`config.mk`:
```
export PLATFORM = sky130hd
export DESIGN_NAME = accum_buffer_bank
export DESIGN_NICKNAME = d
export VERILOG_FILES = /design/src/rtl/accum_buffer_bank_pkg.sv /design/src/rtl/accum_buffer_bank_lane.sv /design/src/rtl/accum_buffer_bank.sv
export SDC_FILE = /design/constraint.sdc
export NUM_CORES = 2
export LEC_CHECK = 0
export CORE_ASPECT_RATIO = 0.7
export CORE_UTILIZATION = 45
export DETAILED_ROUTE_END_ITERATION = 8
export PLACE_DENSITY_LB_ADDON = 0.15
export SLEW_MARGIN = 20
export SYNTH_ARGS = -nofsm -noshare
export SYNTH_HDL_FRONTEND = slang
export SYNTH_HIERARCHICAL = 1
export SYNTH_SLANG_ARGS = --single-unit
```
`constraint.sdc`:
```
create_clock -name clk -period 19.3 [get_ports clk]
set_input_delay 1.93 -clock clk [delete_from_list [all_inputs] [get_ports clk]]
set_output_delay 1.93 -clock clk [all_outputs]
set_load 0.02 [all_outputs]
```
`src/rtl/accum_buffer_bank_pkg.sv`:
```
`default_nettype none
//==============================================================================
// Package  : accum_pkg -- shared types and arithmetic helpers for accum_buffer_bank
// Revision : 1.0
//==============================================================================
package accum_pkg;

   localparam int MAX_W = 64;

   typedef enum logic [0:0] {
      CLR_IDLE = 1'b0,
      CLR_RUN  = 1'b1
   } clr_state_e;

   // Widen an in_w-bit value held in the low bits of x; bits above in_w are ignored.
   function automatic logic [MAX_W-1:0] ext_in(input logic [MAX_W-1:0] x,
                                                input int               in_w,
                                                input logic             sgn);
      logic [MAX_W-1:0] hi_mask;
      logic             msb;
      hi_mask = ~((MAX_W'(1) << in_w) - MAX_W'(1));
      msb     = sgn & (|(x & (MAX_W'(1) << (in_w - 1))));
      return msb ? (x | hi_mask) : (x & ~hi_mask);
   endfunction

   // acc_w-bit two's complement add clamped to the signed range; upper bits are don't-care.
   function automatic logic [MAX_W-1:0] sat_add(input  logic [MAX_W-1:0] a,
                                                 input  logic [MAX_W-1:0] b,
                                                 input  int               acc_w,
                                                 output logic             sat);
      logic [MAX_W-1:0] s;
      logic [MAX_W-1:0] sign_bit;
      logic             sa, sb, ss;
      sign_bit = MAX_W'(1) << (acc_w - 1);
      s        = a + b;
      sa       = |(a & sign_bit);
      sb       = |(b & sign_bit);
      ss       = |(s & sign_bit);
      sat      = (sa == sb) && (ss != sa);
      if (sat) begin
         s = sa ? sign_bit : (sign_bit - MAX_W'(1));
      end
      return s;
   endfunction

endpackage : accum_pkg
`default_nettype wire

```
`src/rtl/accum_buffer_bank_lane.sv`:
```
`default_nettype none
//==============================================================================
// Module   : accum_lane -- one column's two buffers of DEPTH accumulator rows
// Revision : 1.0
//==============================================================================
module accum_lane
   import accum_pkg::*;
#(
   parameter  int IN_W      = 16,
   parameter  int ACC_W     = 32,
   parameter  int DEPTH     = 4,
   parameter  int IN_SIGNED = 1,
   localparam int AW        = $clog2(DEPTH)
) (
   input  logic             clk,
   input  logic             reset,
   input  logic             wr_en,
   input  logic             wr_mode,
   input  logic             wr_buf,
   input  logic [AW-1:0]    wr_addr,
   input  logic [IN_W-1:0]  wr_data,
   input  logic             clr_en,
   input  logic             clr_buf,
   input  logic [AW-1:0]    clr_addr,
   input  logic             rd_buf,
   input  logic [AW-1:0]    rd_addr,
   output logic [ACC_W-1:0] old_row,
   output logic [ACC_W-1:0] new_row,
   output logic [ACC_W-1:0] rd_row
`ifdef ACCUM_SAT_EN
   ,
   output logic             sat_evt
`endif
);

   logic [ACC_W-1:0] r_mem [2][DEPTH];
   logic [ACC_W-1:0] w_ext;
   logic [ACC_W-1:0] w_sum;
`ifdef ACCUM_SAT_EN
   logic             w_sat;
`endif

   assign old_row = r_mem[wr_buf][wr_addr];
   assign rd_row  = r_mem[rd_buf][rd_addr];

   always_comb begin
      w_ext = ACC_W'(ext_in(MAX_W'(wr_data), IN_W, IN_SIGNED != 0));
`ifdef ACCUM_SAT_EN
      w_sum = ACC_W'(sat_add(MAX_W'(old_row), MAX_W'(w_ext), ACC_W, w_sat));
`else
      w_sum = old_row + w_ext;
`endif
      new_row = wr_mode ? w_sum : w_ext;
   end

`ifdef ACCUM_SAT_EN
   assign sat_evt = wr_en & wr_mode & w_sat;
`endif

   // The clear engine never targets the buffer being written, so the two updates never collide.
   always_ff @(posedge clk or posedge reset) begin
      if (reset) begin
         for (int b = 0; b < 2; b++) begin
            for (int r = 0; r < DEPTH; r++) begin
               r_mem[b][r] <= '0;
            end
         end
      end else begin
         if (wr_en) begin
            r_mem[wr_buf][wr_addr] <= new_row;
         end
         if (clr_en) begin
            r_mem[clr_buf][clr_addr] <= '0;
         end
      end
   end

endmodule : accum_lane
`default_nettype wire

```
`src/rtl/accum_buffer_bank.sv`:
```
`default_nettype none
//==============================================================================
// Module   : accum_buffer_bank -- double-buffered accumulator bank with clear engine;
//            define ACCUM_SAT_EN for saturating accumulate and the sat_flag port
// Revision : 1.0
//==============================================================================
module accum_buffer_bank
   import accum_pkg::*;
#(
   parameter  int NUM_COLS        = 2,
   parameter  int IN_W            = 16,
   parameter  int ACC_W           = 32,
   parameter  int DEPTH           = 4,
   parameter  int IN_SIGNED       = 1,
   parameter  int BYPASS_READ_NEW = 1,
   localparam int AW              = $clog2(DEPTH)
) (
   input  logic                      clk,
   input  logic                      reset,
   input  logic                      wr_valid,
   output logic                      wr_ready,
   input  logic                      wr_mode,
   input  logic                      wr_buf,
   input  logic [AW-1:0]             wr_addr,
   input  logic [NUM_COLS*IN_W-1:0]  wr_data,
   output logic                      wr_res_vld,
   output logic [NUM_COLS*ACC_W-1:0] wr_res,
   input  logic                      rd_en,
   input  logic                      rd_buf,
   input  logic [AW-1:0]             rd_addr,
   output logic                      rd_vld,
   output logic [NUM_COLS*ACC_W-1:0] rd_data,
   input  logic                      clr_start,
   input  logic                      clr_buf,
   output logic                      clr_busy
`ifdef ACCUM_SAT_EN
   ,
   output logic                      sat_flag
`endif
);

   clr_state_e                r_clr_state;
   logic                      r_clr_buf;
   logic [AW-1:0]             r_clr_ptr;
   logic                      w_accept;
   logic                      w_clr_en;
   logic [NUM_COLS*ACC_W-1:0] w_old;
   logic [NUM_COLS*ACC_W-1:0] w_new;
   logic [NUM_COLS*ACC_W-1:0] w_rd;
`ifdef ACCUM_SAT_EN
   logic [NUM_COLS-1:0]       w_sat_evt;
   logic                      r_sat_flag;
`endif

   assign w_clr_en = (r_clr_state == CLR_RUN);
   assign wr_ready = !w_clr_en || (wr_buf != r_clr_buf);
   assign w_accept = wr_valid && wr_ready;
   assign clr_busy = w_clr_en;

   for (genvar c = 0; c < NUM_COLS; c++) begin : g_lane
      accum_lane #(
         .IN_W      (IN_W),
         .ACC_W     (ACC_W),
         .DEPTH     (DEPTH),
         .IN_SIGNED (IN_SIGNED)
      ) u_lane (
         .clk      (clk),
         .reset    (reset),
         .wr_en    (w_accept),
         .wr_mode  (wr_mode),
         .wr_buf   (wr_buf),
         .wr_addr  (wr_addr),
         .wr_data  (wr_data[c*IN_W +: IN_W]),
         .clr_en   (w_clr_en),
         .clr_buf  (r_clr_buf),
         .clr_addr (r_clr_ptr),
         .rd_buf   (rd_buf),
         .rd_addr  (rd_addr),
         .old_row  (w_old[c*ACC_W +: ACC_W]),
         .new_row  (w_new[c*ACC_W +: ACC_W]),
         .rd_row   (w_rd[c*ACC_W +: ACC_W])
`ifdef ACCUM_SAT_EN
         ,
         .sat_evt  (w_sat_evt[c])
`endif
      );
   end

   // A clr_start arriving with a same-buffer write lets that write land first; the clear begins next cycle.
   always_ff @(posedge clk or posedge reset) begin
      if (reset) begin
         r_clr_state <= CLR_IDLE;
         r_clr_buf   <= 1'b0;
         r_clr_ptr   <= '0;
      end else begin
         case (r_clr_state)
            CLR_IDLE: begin
               if (clr_start) begin
                  r_clr_state <= CLR_RUN;
                  r_clr_buf   <= clr_buf;
                  r_clr_ptr   <= '0;
               end
            end
            CLR_RUN: begin
               if (r_clr_ptr == AW'(DEPTH - 1)) begin
                  r_clr_state <= CLR_IDLE;
                  r_clr_ptr   <= '0;
               end else begin
                  r_clr_ptr <= r_clr_ptr + 1'b1;
               end
            end
            default: r_clr_state <= CLR_IDLE;
         endcase
      end
   end

   always_ff @(posedge clk or posedge reset) begin
      if (reset) begin
         wr_res_vld <= 1'b0;
         wr_res     <= '0;
         rd_vld     <= 1'b0;
         rd_data    <= '0;
      end else begin
         wr_res_vld <= w_accept;
         if (w_accept) begin
            wr_res <= (BYPASS_READ_NEW != 0) ? w_new : w_old;
         end
         rd_vld <= rd_en;
         if (rd_en) begin
            rd_data <= w_rd;
         end
      end
   end

`ifdef ACCUM_SAT_EN
   always_ff @(posedge clk or posedge reset) begin
      if (reset) begin
         r_sat_flag <= 1'b0;
      end else begin
         r_sat_flag <= r_sat_flag | (|w_sat_evt);
      end
   end
   assign sat_flag = r_sat_flag;
`endif

endmodule : accum_buffer_bank
`default_nettype wire

```
==> reports/metrics.json <==
{
  "min_path": {
    "hold_path_class": "flop to flop",
    "timing.hold.worst.start": "rd_data[50]"
  },
  "power": {
    "cellLeakagePower_nw": 17.04,
    "cell_internal_pwr_mw": 4.053,
    "power_switching_mw": 2.785,
    "switching_share": 0.4072,
    "p_seq_frac": 0.364,
    "power_per_cell_area_nw_per_um2": 168.5,
    "power_frac_comb": 0.437,
    "irDropWorstVdd_mv": 0.08100,
    "power.share.clock": 0.199
  },
  "clock_tree": {
    "cts_max_path_buffers": 3,
    "cts_hold_repair.buffers": 0,
    "cts.root.buffer_cell": "clkbuf_16",
    "tritoncts.num_buffers": 69,
    "tritoncts_clock_tree": "yes",
    "cts_htree_levels": 3,
    "post_cts.repair.setup_buffers": 0,
    "clk-insertion-delay-late_ns": 0.64,
    "clk_pin_slew_worst_paths_ns": 0.06,
    "ctsResizeCount": 0,
    "cts.sink_count": 646
  },
  "finish": {
    "stdcell_count": 4503,
    "nFillCells": 7047,
    "syn_to_final_growth_pct": 13.26,
    "layout-drive-gt1-share": 0.1695,
    "nNetsFinal": 3507
  },
  "sta": {
    "timing_worst_slew_pin_value_ns": 1.135,
    "finalHoldViolCount": 0,
    "final.setup_skew_ns": 0.01842,
    "setup_repair_after_global_routing_missed_its_margin": "no",
    "timing.setup.tns_ns": 0,
    "finalCritPeriodShare": 0.3521,
    "slew_viol_final": 0,
    "setup_violators_final": 0,
    "fin_crit_ns": 6.795,
    "maxSlewHeadroom": 0.2417,
    "max_clock_freq_ghz": 0.1472
  },
  "yosys": {
    "synthCells": 3403,
    "synth_nets": 3513,
    "syn_avg_cell_area_um2": 10.53,
    "mapped_area_um2": 35820,
    "ys_warn_count": 6
  },
  "global_routing": {
    "vias_in_the_first_global_route": 29579,
    "globalRouteOverflowTotal": 0,
    "grt_usage": 0.3124,
    "grt_antenna_before_repair": 6,
    "grt_pass1_wl_um": 192200,
    "grt_max_degree": 123
  },
  "floorplanning": {
    "top_level_ports": 177,
    "floorplan.rows": 86,
    "chipWidth_um": 339.2,
    "effective_utilization_at_floorplan": 0.4548,
    "die_area_um2": 80750,
    "fp.coreArea_um2": 78770,
    "fp.dieH_um": 238.1
  },
  "routing": {
    "drt-vias-per-instance": 6.695,
    "drtAntennaViolNets": 0,
    "first_iter_violations": 3843,
    "detailroute.via_count": 30148,
    "route.detailed.wl_per_inst_um": 28.22,
    "number_of_drc_violations_after_detailed_routing": 0,
    "first_pass_iters": 6,
    "wire_length_reported_by_the_detailed_router_um": 127100
  },
  "placement": {
    "dpl.hpwl_um": 77380,
    "numPlacedInstances": 4380,
    "buffer_ports.inserted": 176,
    "place.gp.congestion": 0.9467
  },
  "job": {
    "maxCapViolCount": 0
  },
  "run_status": {
    "outcome": "complete, no violations"
  },
  "critical_path": {
    "kind_of_capture_point_of_the_worst_setup_path": "flop",
    "crit_arrival_ns": 7.31,
    "worstPathRequired_ns": 19.81,
    "startpoint_type_of_the_worst_setup_path": "primary input",
    "crit_path_start": "wr_buf",
    "worstReg2RegStart": "r_clr_buf",
    "path_class": "primary input to flop",
    "critPathMaxFanout": 34
  }
}
## cell usage in the layout (no fill, tap or decap), drive strengths merged, types with 44 or more instances in the layout
cell type / count
inv: 69
dfrtp: 646
nor2: 544
o21ai: 65
a21o: 44
a21oi: 134
a22oi: 222
ha: 63
nand2: 129
mux2: 195
clkdlybuf4s50: 171
clkbuf: 102
nand4: 63
a211oi: 439
mux4: 128
buf: 65
## cell type report
class	instances	area, µm²	area share
repair buffers	237	2268	0.05591
inverters	66	267.8	0.006600
clock inverters	19	200.2	0.004934
diodes	1	2.502	0.00006168
flip-flops and latches	646	16170	0.3984
multi-input cells	2377	18270	0.4502
well taps	1056	1321	0.03257
clock buffers	101	2081	0.05129
## power groups by stage
| stage | registers [mW] | logic (mW) | clock network [mW] |
|---|---|---|---|
| floorplan | 2.48 | 1.85 | 0 |
| global placement | 2.45 | 2.86 | 0 |
| detailed placement | 2.48 | 2.92 | 0 |
| CTS | 2.47 | 2.94 | 1.39 |
| global route | 2.56 | 3.21 | 1.44 |
| finish | 2.49 | 2.99 | 1.36 |
## worst paths after layout
| check | slack (ns) | cells past startpoint | endpoint |
|---|---|---|---|
| setup / recovery | 12.50 | 17 | wr_res[22] |
| hold / removal | 0.50 | 1 | rd_data[50] |
| setup reg to reg | 14.71 | 8 | g_lane[0].u_lane/r_mem[27] |
| hold reg to reg | 0.50 | 1 | rd_data[50] |
| max in group asynchronous | 14.92 | 4 | g_lane[0].u_lane/r_mem[137] |
| min in group asynchronous | 2.07 | 2 | g_lane[1].u_lane/r_mem[127] |
## per-layer routing
layer	part of all wire	global-route usage
met1	0.45	0.4724
met2	0.39	0.4174
met3	0.13	0.1087
met4	0.025	0.08504
met5	0.00028	0
## metrics by stage
stage               worst slack (ns)  total power, mW  utilization  instance area, µm²  hold WS [ns]
floorplan                      10.33            4.329            -               35820        0.5090
global placement               12.06            5.308       0.4851               38210        0.4889
detailed placement             11.98            5.406       0.4855               38240        0.4946
CTS                            12.63            6.789       0.5144               40520        0.5098
global route                   12.25            7.209       0.5151               40570        0.5202
finish                         12.50            6.838       0.5151               40570        0.5036
## registers in the layout, indices dropped and copies added (netlist names)
| name | cells |
|---|---|
| r_clr_buf | 1 |
| clr_busy | 1 |
| rd_vld | 1 |
| wr_res_vld | 1 |
| wr_res | 64 |
| r_clr_ptr | 2 |
| g_lane.u_lane/r_mem | 512 |
| rd_data | 64 |
## worst max-delay path, cell delays in order
cell and delay (ns):
clkdlybuf4s50_1 0.97, nor3b_2 0.28, buf_4 0.59, a22oi_1 0.20, nand4_1 0.16, ha_1 0.20
fa_1 0.24, a21o_2 0.15, a21oi_2 0.06, nand2b_1 0.19, o41ai_4 0.33, nor3b_2 0.14
o311ai_4 0.44, xor2_1 0.13, a21oi_1 0.80, inv_1 0.16, mux2_4 0.30
No activity file was read; power rests on OpenSTA's default activity.
